$ cat src/rtl/mips_pipe_pkg.sv
// rtl/mips_pipe_pkg.sv - shared pipeline types and constants for the hazard controller
package mips_pipe_pkg;

  localparam int          REG_ADDR_W = 5;
  localparam int unsigned REG_ZERO   = 0;
  localparam logic [31:0] NOP_INSTR  = 32'h00000000;

  typedef enum logic [1:0] {
    RUN        = 2'd0,
    LOAD_STALL = 2'd1,
    MEM_WAIT   = 2'd2
  } haz_state_t;

endpackage

$ cat src/rtl/load_use_detect.sv
// rtl/load_use_detect.sv - combinational load-use comparator between ID/EX load and IF/ID sources
module load_use_detect
  import mips_pipe_pkg::*;
#(
  parameter int REG_ADDR_W = mips_pipe_pkg::REG_ADDR_W
) (
  input  logic [REG_ADDR_W-1:0] id_rs,
  input  logic [REG_ADDR_W-1:0] id_rt,
  input  logic                  id_uses_rt,
  input  logic                  ex_mem_read,
  input  logic [REG_ADDR_W-1:0] ex_rt,
  output logic                  hazard
);

  // $zero never carries a real dependency, so a load targeting it cannot stall
  assign hazard = ex_mem_read
               && (ex_rt != REG_ADDR_W'(REG_ZERO))
               && ((ex_rt == id_rs) || (id_uses_rt && (ex_rt == id_rt)));

endmodule

$ cat src/rtl/pipe_hazard_ctrl.sv
// rtl/pipe_hazard_ctrl.sv - PC/IF/ID/ID/EX stall, flush and freeze control; HAZ_STATS_EN adds stall/flush counters
module pipe_hazard_ctrl
  import mips_pipe_pkg::*;
#(
  parameter int REG_ADDR_W = mips_pipe_pkg::REG_ADDR_W,
  parameter int CNT_W      = 16
) (
  input  logic                  CLK,
  input  logic                  RST,
  input  logic [REG_ADDR_W-1:0] ID_RS,
  input  logic [REG_ADDR_W-1:0] ID_RT,
  input  logic                  ID_USES_RT,
  input  logic                  EX_MEM_READ,
  input  logic [REG_ADDR_W-1:0] EX_RT,
  input  logic                  BRANCH_TAKEN,
  input  logic                  MEM_REQ,
  input  logic                  MEM_READY,
  output logic                  PC_WRITE,
  output logic                  IF_ID_WRITE,
  output logic                  IF_ID_FLUSH,
  output logic                  ID_EX_BUBBLE,
  output logic                  PIPE_FREEZE
`ifdef HAZ_STATS_EN
  ,
  output logic [CNT_W-1:0]      STALL_CNT,
  output logic [CNT_W-1:0]      FLUSH_CNT
`endif
);

  haz_state_t state, state_nxt;
  logic       hazard;
  logic       wait_now;

  load_use_detect #(.REG_ADDR_W(REG_ADDR_W)) u_load_use_detect (
    .id_rs       (ID_RS),
    .id_rt       (ID_RT),
    .id_uses_rt  (ID_USES_RT),
    .ex_mem_read (EX_MEM_READ),
    .ex_rt       (EX_RT),
    .hazard      (hazard)
  );

  // Once frozen, only MEM_READY releases; MEM_REQ is not re-sampled while waiting
  assign wait_now = (state == MEM_WAIT) ? !MEM_READY : (MEM_REQ && !MEM_READY);

  always_comb begin
    PC_WRITE     = 1'b1;
    IF_ID_WRITE  = 1'b1;
    IF_ID_FLUSH  = 1'b0;
    ID_EX_BUBBLE = 1'b0;
    PIPE_FREEZE  = 1'b0;
    state_nxt    = RUN;
    if (RST) begin
      PC_WRITE     = 1'b0;
      IF_ID_WRITE  = 1'b0;
      IF_ID_FLUSH  = 1'b1;
      ID_EX_BUBBLE = 1'b1;
    end else if (wait_now) begin
      PC_WRITE    = 1'b0;
      IF_ID_WRITE = 1'b0;
      PIPE_FREEZE = 1'b1;
      state_nxt   = MEM_WAIT;
    end else if (BRANCH_TAKEN) begin
      IF_ID_FLUSH  = 1'b1;
      ID_EX_BUBBLE = 1'b1;
    end else if (hazard && (state != LOAD_STALL)) begin
      PC_WRITE     = 1'b0;
      IF_ID_WRITE  = 1'b0;
      ID_EX_BUBBLE = 1'b1;
      state_nxt    = LOAD_STALL;
    end
  end

  always_ff @(posedge CLK) begin
    if (RST) state <= RUN;
    else     state <= state_nxt;
  end

`ifdef HAZ_STATS_EN
  always_ff @(posedge CLK) begin
    if (RST) begin
      STALL_CNT <= '0;
      FLUSH_CNT <= '0;
    end else begin
      if (!PC_WRITE && (STALL_CNT != '1))   STALL_CNT <= STALL_CNT + CNT_W'(1);
      if (IF_ID_FLUSH && (FLUSH_CNT != '1)) FLUSH_CNT <= FLUSH_CNT + CNT_W'(1);
    end
  end
`else
  logic [CNT_W-1:0] stats_unused;
  assign stats_unused = '0;
`endif

endmodule

$ cat config.mk
export PLATFORM = sky130hd
export DESIGN_NAME = pipe_hazard_ctrl
export DESIGN_NICKNAME = d
export VERILOG_FILES = /design/src/rtl/mips_pipe_pkg.sv /design/src/rtl/load_use_detect.sv /design/src/rtl/pipe_hazard_ctrl.sv
export SDC_FILE = /design/constraint.sdc
export NUM_CORES = 1
export LEC_CHECK = 0
export ABC_AREA = 1
export BUFFER_PORTS_ARGS = -buffer_cell sky130_fd_sc_hd__buf_2
export CAP_MARGIN = 10
export CORE_AREA = 2 2 39 41
export CTS_CLUSTER_SIZE = 28
export DETAILED_ROUTE_END_ITERATION = 16
export DIE_AREA = 0 0 41 43
export GPL_TIMING_DRIVEN = 0
export SLEW_MARGIN = 5
export SYNTH_ARGS = -nofsm -noshare
export SYNTH_HDL_FRONTEND = slang
export SYNTH_SLANG_ARGS = --single-unit
$ cat constraint.sdc
create_clock -name CLK -period 1.8 [get_ports CLK]
set_clock_uncertainty 0.15 [all_clocks]
set_input_delay 0.27 -clock CLK [delete_from_list [all_inputs] [get_ports CLK]]
set_output_delay 0.27 -clock CLK [all_outputs]
set_load 0.03 [all_outputs]
==> results.md, run 1 <==
Finish:
- The utilization after layout is 43.4%.
- At the end of the flow, the number of nets in the layout was about 140.
- Counting the fill cells in the layout gives 157.
- The register with the most flip-flops is state.
- The growth of design area from synthesis to finish is 66.7%.
- Of the cells placed in the final design, the portion with a size suffix greater than 1 is 45.0%.
- The largest registers in the layout are state x2.
- The register with the most flip-flops in the layout has 2 of them.
- The post-route cell area is 601 um2.
- The diode insertion count for antenna repair is 0.

Setup path:
- The cell family contributing the most delay on the critical path is simple AND/OR/NAND/NOR gates.
- Walking the worst path, the cells encountered are inv_1 > or2_1 > a21oi_2 > nor2_2 > nand2_1 > inv_2 > buf_6 > buf_6.
- STA classifies the critical path endpoint as a primary output.
- Counting both buffers and inverters, the worst setup path holds a total of 4.
- The setup path with the least slack is of type reg2out.
- STA puts the critical path data arrival time at 1330 ps.
- In this design, the critical path's most frequently occurring cell is sky130_fd_sc_hd__buf_6.
- The kind of launch point of the worst setup path is a flip-flop.
- STA puts the critical path data required time at 1380 ps.
- Of all nets on the critical path, the largest fanout is 2.
- The highest cell delay on the worst timing path is 290 ps.
- The slowest library cell on the worst path is sky130_fd_sc_hd__dfxtp_1.

Power and ir drop:
- The power per unit of standard cell area is 446 nW/um2.
- The sum of internal, switching and leakage power is roughly 0.27 mW.
- For this design the static power due to leakage is 0.408 nW.
- The worst-case vdd ir drop is 319 uV.

Floorplanning:
- The die is 41 um wide.
- The die covers 1760 um2.
- The area of the core is 1380 um2.
- The I/O pin count is 27.
- Once the floorplan was initialized, standard cells occupied about a quarter of the core.
- Row generation in the floorplan step produced 14 rows.
- The die is 43 um tall.

Global routing:
- The global-route wire length before repair is 1.35 mm.
- Global routing consumed, over all layers together, 10.3% of the routing resources.
- The via count of the first global-routing pass is between 400 and 500.
- The total overflow left after global routing is 0.
- The initial antenna violation count is 0.
- Entering global routing, the biggest net connects 6 pins.

Logic synthesis:
- The synthesized netlist devotes roughly 3.8% of its cell area to compound gates.
- The largest family of logic cells by synthesized area is simple AND/OR/NAND/NOR gates.
- Among all flip-flop cells after synthesis, the most frequent one is sky130_fd_sc_hd__dfxtp_1.
- The number of instances in the synthesized netlist is 77.
- The leading cell type by number of instances after synthesis is sky130_fd_sc_hd__nand2_1.
- The proportion of netlist area held by the largest area contributor is approximately 30%.
- A synthesized cell averages 4.68 um2.
- The post-synthesis cell type count is 15.
- The register area share after synthesis is 11.1%.
- Summing every instance area after synthesis gives around 360 um2.
- The xor and xnor area share after synthesis is 2.43%.
- The post-synthesis register bit count is 2.
- The synthesized-area fraction occupied by adder cells is 0%.
- In the synthesized netlist, the cells that appear most often are sky130_fd_sc_hd__nand2_1 (28), sky130_fd_sc_hd__inv_1 (18), sky130_fd_sc_hd__nor2_1 (10).
- Ranked by total cell area, the synthesized netlist is headed by sky130_fd_sc_hd__nand2_1 (29%), sky130_fd_sc_hd__inv_1 (19%), sky130_fd_sc_hd__dfxtp_1 (11%).
- The count of synthesis-stage warnings from yosys is 0.
- The async set or reset register ratio after synthesis is 0%.
- Counting every net in the synthesized netlist gives 99.
- Multiplexer cells account for 0% of the synthesized area.
- The number of enable flip-flop cells after synthesis is 0.
- The synthesized design spends more area on one cell type than any other, namely sky130_fd_sc_hd__nand2_1.
- The simple-gate area share of the yosys netlist is 56.6%.

Job:
- Max-cap violations in this run came to 0.

Timing:
- For this run, the top clock speed supported by timing is around 570 MHz.
- The hold violation count in the final report is 0.
- The setup TNS after final layout is 0 ps.
- The final number of max-transition violations is 0.
- Hold timing on the final database bottoms out at a slack of between 150 and 200 ps.
- Setup violations remaining at the end of the flow were counted as 0.
- The period utilization is 97.3%.
- For the finished layout, the period the worst path requires is 1750 ps.
- At the pin with the least slew margin, the transition time is 163 ps.
- Measured against its own limit, the worst slew margin works out to between 80% and 90%.
- Setup repair after global routing could not meet its margin everywhere.

Clock tree:
- The number of buffers added by the clock tree synthesis step is 3.
- The TritonCTS clock tree is yes.
- The cell sitting at the root of the clock tree is a sky130_fd_sc_hd__clkbuf_4.
- The number of buffers added to fix hold violations after cts is 0.
- After clock tree synthesis, the clock-pin slew on the worst setup and hold paths is 30 ps.
- The H-tree level count is 1.
- The longest clock path from root to sink contains 2 buffers.
- CTS saw 2 sinks.
- The clock reaches the later pin of the worst-skew pair after 220 ps.

Drt:
- The detail route stage leaves a number of antenna-violating nets equal to 0.
- After detailed routing, the average wire length per cell comes to approximately 6.7 um.
- The DRC violations left is 0.
- The total wire length after detailed routing is 847 um.
- The first TritonRoute pass finished after 4 iterations.
- The starting DRC count in detailed routing is 8.
- The total via count after detailed routing is 488.
- The ratio of routed vias to standard cells is 3.84.

Placement:
- The HPWL after detailed placement is 705 um.
- The congestion estimate from routability-driven global placement came to 0.684.
- The instance area at placement is 510 um2.
- The number of buffer cells added on primary ports is 26.

Worst hold path:
- The tightest min-delay check is of the in2reg type.

Run status:
- The flow ran to the end, and the final reports show no timing, DRC or antenna violations.
-- layout by cell type (no fill, tap or decap) --
cell and instances:
sky130_fd_sc_hd__buf_2 23, sky130_fd_sc_hd__nand2_1 28, sky130_fd_sc_hd__nand3_2 2, sky130_fd_sc_hd__xnor2_1 1, sky130_fd_sc_hd__nand4_1 1, sky130_fd_sc_hd__nand3_1 3
sky130_fd_sc_hd__inv_1 16, sky130_fd_sc_hd__buf_6 3, sky130_fd_sc_hd__or2_1 1, sky130_fd_sc_hd__nor2_2 2, sky130_fd_sc_hd__clkbuf_4 4, sky130_fd_sc_hd__inv_2 7
sky130_fd_sc_hd__buf_4 5, sky130_fd_sc_hd__a21oi_2 1, sky130_fd_sc_hd__nand2_2 2, sky130_fd_sc_hd__dfxtp_1 2, sky130_fd_sc_hd__nor2_1 9, sky130_fd_sc_hd__o21ai_2 1
-- kinds of logic (layout without fill, tap and decap cells) --
group / Yosys count / count (layout)
buffers and inverters: 24 / 58
xor gates and xnor gates: 1 / 1
and+or+nand+nor: 48 / 48
AOI/OAI and AO/OA: 2 / 2
DFF: 2 / 2
-- tightest hold or removal path, stage by stage --
cell and delay, ps:
sky130_fd_sc_hd__buf_2 90, sky130_fd_sc_hd__inv_1 40, sky130_fd_sc_hd__nand3_2 70, sky130_fd_sc_hd__nor2_2 30
-- routing by layer --
metal / track usage [%] / routed length (um) / vias up
li1: - / - / 287
met1: 13.1 / 366 / 191
met2: 18.4 / 431 / 10
met3: 0 / 49 / 0
met4: 2.00 / 0 / 0
met5: 0 / 0 / -
-- through the flow --
step	cells	worst slack [ps]
floorplan	77	237
finish	127	49.3
global placement	119	126
global route	127	-26.6
detailed placement	119	101
CTS	127	2.24
-- power breakdown --
part / internal (mW) / total (mW) / switching [mW]
clock network: 0.0731 / 0.0930 / 0.0200
registers: 0.0460 / 0.0463 / 0.000292
logic: 0.0599 / 0.129 / 0.0688
-- final timing paths --
kind / from / end / slack [ps] / cells past startpoint
worst max register to register: state[1]$_SDFF_PP0_ / state[0]$_SDFF_PP0_ / 90 / 11
worst min-delay path: BRANCH_TAKEN / state[0]$_SDFF_PP0_ / 190 / 4
worst min register to register: state[0]$_SDFF_PP0_ / state[0]$_SDFF_PP0_ / 510 / 5
worst max-delay path: state[1]$_SDFF_PP0_ / PC_WRITE / 50 / 8
-- cell type report --
type | count | area, um2 | area share (%)
plain buffers | 1 | 11.3 | 1.88
multi-input cells | 51 | 238 | 39.6
inverters | 23 | 86.3 | 14.4
flip-flops and latches | 2 | 40.0 | 6.67
clock buffers | 3 | 22.5 | 3.75
repair buffers | 31 | 183 | 30.4
well taps | 16 | 20.0 | 3.33
-- timing repair --
item | 4_1_cts | 5_1_grt
pin swaps | 2 | 5
buffers inserted | 5 | 0
endpoints found under the setup margin | 1 | 4
resized for setup | 2 | 10
(Power assumes the default switching activity.)
==> run 2: changes to the inputs <==
--- a/config.mk
+++ b/config.mk
@@ -8,10 +8,10 @@
 export ABC_AREA = 1
 export BUFFER_PORTS_ARGS = -buffer_cell sky130_fd_sc_hd__buf_2
 export CAP_MARGIN = 10
-export CORE_AREA = 2 2 39 41
+export CORE_AREA = 5 5 42 44
 export CTS_CLUSTER_SIZE = 28
 export DETAILED_ROUTE_END_ITERATION = 16
-export DIE_AREA = 0 0 41 43
+export DIE_AREA = 0 0 47 49
 export GPL_TIMING_DRIVEN = 0
 export SLEW_MARGIN = 5
 export SYNTH_ARGS = -nofsm -noshare
==> run 2 against run 1 <==
  * Sequential power about the same
  * Die area increased by 31%
  * Fmax grew 0.27%
  * Final cell count decreased by 3.9%
  * Flip-flop and latch count is the same
  * Via count is 0.61% lower
  * Count of clock-buffer cells in the layout is the same
  * Worst setup slack improved by 4.7 ps
  * Critical endpoint is now ID_EX_BUBBLE
  * Largest cell class unchanged
  * Highest routed layer unchanged
==> results.md, run 2 (same netlist as run 1, synthesis figures left out) <==
Timing:
- RSZ-0062 raised after global routing: true (unchanged).
- The final number of max-transition violations is 0 (unchanged).
- The period utilization is 97.0% (was 97.3%).
- The hold violation count in the final report is 0 (unchanged).
- The headroom to the max-slew limit is 89.7% (was 89.1%).
- The count of final setup violators is 0 (unchanged).
- The worst-margin pin slew is 153 ps (was 163 ps).
- The maximum frequency from static timing analysis is 573 MHz (was 571 MHz).
- The post-route worst setup slack is 54.0 ps (was 49.3 ps).
- The post-layout minimum cycle time is 1750 ps (about the same).

Drt:
- The starting DRC count in detailed routing came to 3 (was 8).
- The count of antenna-violating nets left after detailed routing is 0 (unchanged).
- The DRC violations left is 0 (unchanged).
- The first-pass iteration count of the detailed router is 2 (was 4).
- The total wire length after detailed routing is 942 um (was 847 um).
- The routed wire length per instance was 7.72 um (was 6.67 um).
- The total via count after detailed routing is 485 (was 488).
- The ratio of routed vias to standard cells was 3.98 (was 3.84).

Worst hold path:
- The startpoint of the lowest-slack hold path is BRANCH_TAKEN (unchanged).
- The end point of the worst hold path is state[0]$_SDFF_PP0_ (unchanged).
- The number of instances on the worst hold path is 4 (unchanged).
- The classification of the worst-slack hold path is in2reg (unchanged).

Power and ir drop:
- The portion of total power attributed to sequential cells was 18.0% (was 17.3%).
- The internal power is 0.167 mW (was 0.179 mW).
- The switching power summed over all nets is 0.0898 mW (was 0.0890 mW).
- The relative contribution of combinational cells to total power is 44.0% (was 48.0%).
- The power per unit of standard cell area is 468 nW/um2 (was 446 nW/um2).
- The switching share of power is 34.9% (was 33.2%).
- The share of total power in the clock network is 38.0% (was 34.7%).
- The worst-case vdd ir drop came to 284 uV (was 319 uV).
- The standby leakage power is 0.381 nW (was 0.408 nW).

Floorplanning:
- The area of the core is 1400 um2 (was 1380 um2).
- The die outline height came to 49 um (was 43 um).
- The number of placement rows was 14 (unchanged).
- The initial core utilization came to 25.7% (was 26.0%).
- The die boundary width is 47 um (was 41 um).
- The I/O pin count is 27 (unchanged).
- The overall die area is 2300 um2 (was 1760 um2).

Clock tree:
- The register clock-pin slew on the reported worst setup and hold paths came to 30 ps (about the same).
- The TritonCTS clock tree is yes (unchanged).
- The maximum root-to-sink buffer count is 2 (unchanged).
- The H-tree level count is 1 (unchanged).
- The sink count of the clock tree is 2 (unchanged).
- The number of buffers added by the clock tree synthesis step came to 3 (unchanged).
- The buffer type at the clock tree root is sky130_fd_sc_hd__clkbuf_4 (unchanged).
- The insertion delay of the later-clocked pin in the worst-skew pair is 220 ps (about the same).

Setup path:
- The register-to-register setup slack is 610 ps (was 90 ps).
- The data required time at the worst endpoint is 1380 ps (about the same).
- The cell depth of the worst setup path was 7 (was 8).
- The count of cells along the worst register-to-register path is 6 (was 11).
- The number of buffer and inverter instances along the worst setup path is 2 (was 4).
- The family of cells with the greatest summed delay on the critical path is simple AND/OR/NAND/NOR gates (unchanged).
- The highest cell delay on the worst timing path is 290 ps (about the same).
- The endpoint class of the critical path was a primary output (unchanged).
- The endpoint of the most critical register-to-register path is state[1]$_SDFF_PP0_ (was state[0]$_SDFF_PP0_).
- The slowest library cell on the worst path is sky130_fd_sc_hd__dfxtp_1 (unchanged).
- The launching point of the worst reg2reg path is state[1]$_SDFF_PP0_ (unchanged).
- The arrival time of data at the critical path endpoint is 1330 ps (about the same).
- The kind of launch point of the worst setup path is a flip-flop (unchanged).
- The classification of the worst setup path is reg2out (unchanged).
- The largest fanout of any net on the critical path is 3 (was 2).
- CP Cell Sequence: inv_1 > or2_1 > a21oi_2 > nand2_2 > nand3_2 > o21ai_1 > buf_4 (was inv_1 > or2_1 > a21oi_2 > nor2_2 > nand2_1 > inv_2 > buf_6 > buf_6).

Placement:
- The post-place setup slack came to 114 ps (was 101 ps).
- The global placer's final weighted congestion is 0.681 (was 0.684).
- The instance area at placement is 510 um2 (unchanged).
- The half-perimeter wire length of the detailed placement result is 796 um (was 705 um).
- The number of buffer cells added on primary ports came to 26 (unchanged).

Global routing:
- The via count of the first global-routing pass is 416 (was 401).
- The total grt overflow is 0 (unchanged).
- The largest net degree at the start of global routing is 6 (unchanged).
- The overall fraction of global-route tracks in use came to 8.57% (was 10.3%).
- The initial antenna violation count is 0 (unchanged).
- The global-route wire length before repair came to 1.51 mm (was 1.35 mm).

Finish:
- The area used by sequential logic in the layout came to 40.0 um2 (unchanged).
- The register with the most flip-flops is state (unchanged).
- The area used by multi-input combinational logic is 231 um2 (was 238 um2).
- The count of nets after finishing is 130 (was 135).
- The proportion of layout cells with a drive suffix above 1 is 39.6% (was 45.0%).
- The growth of design area from synthesis to finish came to 52.4% (was 66.7%).
- Largest registers: state x2 (unchanged).
- The flip-flop count of the largest register after layout came to 2 (unchanged).
- The number of filler instances in the final layout is 170 (was 157).
- The commonest non-fill, non-tap cell in the layout was sky130_fd_sc_hd__nand2_1 (unchanged).
- The post-route cell area is 549 um2 (was 601 um2).
- The diode insertion count for antenna repair is 0 (unchanged).
- Commonest cells after routing, fill and taps aside: sky130_fd_sc_hd__nand2_1 (28), sky130_fd_sc_hd__buf_2 (23), sky130_fd_sc_hd__inv_1 (17) (was sky130_fd_sc_hd__nand2_1 (28), sky130_fd_sc_hd__buf_2 (23), sky130_fd_sc_hd__inv_1 (16)).

Run status:
- Outcome: completed (unchanged).

Job:
- The max-cap violation count came to 0 (unchanged).
run 2: cell types whose count changed in the layout (fill, tap and decap cells not counted), sizes merged:
cell / before / now
buf: 31 / 27
clkbuf: 4 / 3
run 2: repair_timing:
action                     CTS  global route
setup endpoints to repair    1             4
hold buffers                 0             0
pin swaps                    2             7
gates resized for setup      2             6
buffers inserted             0             1
run 2: layout make-up:
| type | instances | share of cell area (%) |
|---|---|---|
| clock buffers | 3 | 4.10 |
| well taps | 16 | 3.64 |
| inverters | 23 | 15.7 |
| flip-flops and latches | 2 | 7.29 |
| repair buffers | 27 | 27.1 |
| multi-input cells | 51 | 42.1 |
run 2: how the worst max path moves through the flow:
| stage | from | to | slack [ps] |
|---|---|---|---|
| 2_1_floorplan | state[1]$_SDFF_PP0_ | ID_EX_BUBBLE | 240 |
| 3_3_place_gp | EX_RT[3] | PC_WRITE | 120 |
| 3_5_place_dp | EX_RT[0] | PC_WRITE | 110 |
| 4_1_cts | state[1]$_SDFF_PP0_ | PC_WRITE | 0.3 |
| 5_1_grt | state[1]$_SDFF_PP0_ | ID_EX_BUBBLE | -40 |
| 6_report | state[1]$_SDFF_PP0_ | ID_EX_BUBBLE | 50 |
run 2: power groups by stage:
stage / Combinational [mW] / Sequential, mW / Clock (mW)
global route: 0.130 / 0.0462 / 0.107
floorplan: 0.0653 / 0.0468 / 0
CTS: 0.111 / 0.0462 / 0.102
global placement: 0.107 / 0.0468 / 0
finish: 0.113 / 0.0463 / 0.0976
detailed placement: 0.108 / 0.0468 / 0
run 2: worst min-delay path: cells and delay by family:
family,cells,cell delay (ps)
simple gates,2,100
buf+inv,2,130
run 2: metrics by stage:
stage / setup TNS, ps / cells / power, mW / util, % / hold slack [ps]
global route: -63.1 / 122 / 0.282 / 39.2 / 198
finish: 0 / 122 / 0.257 / 39.2 / 178
detailed placement: 0 / 119 / 0.155 / 36.4 / 414
floorplan: 0 / 77 / 0.112 / - / 287
CTS: 0 / 122 / 0.259 / 38.5 / 178
global placement: 0 / 119 / 0.154 / 36.4 / 410
run 2: per-layer routing:
metal  GRT usage, %  routed length, um  vias up
li1               -                  -      277
met1           12.0                388      195
met2           12.2                490       13
met3          0.369                 63        0
met4           5.53                  0        0
met5              0                  0        -
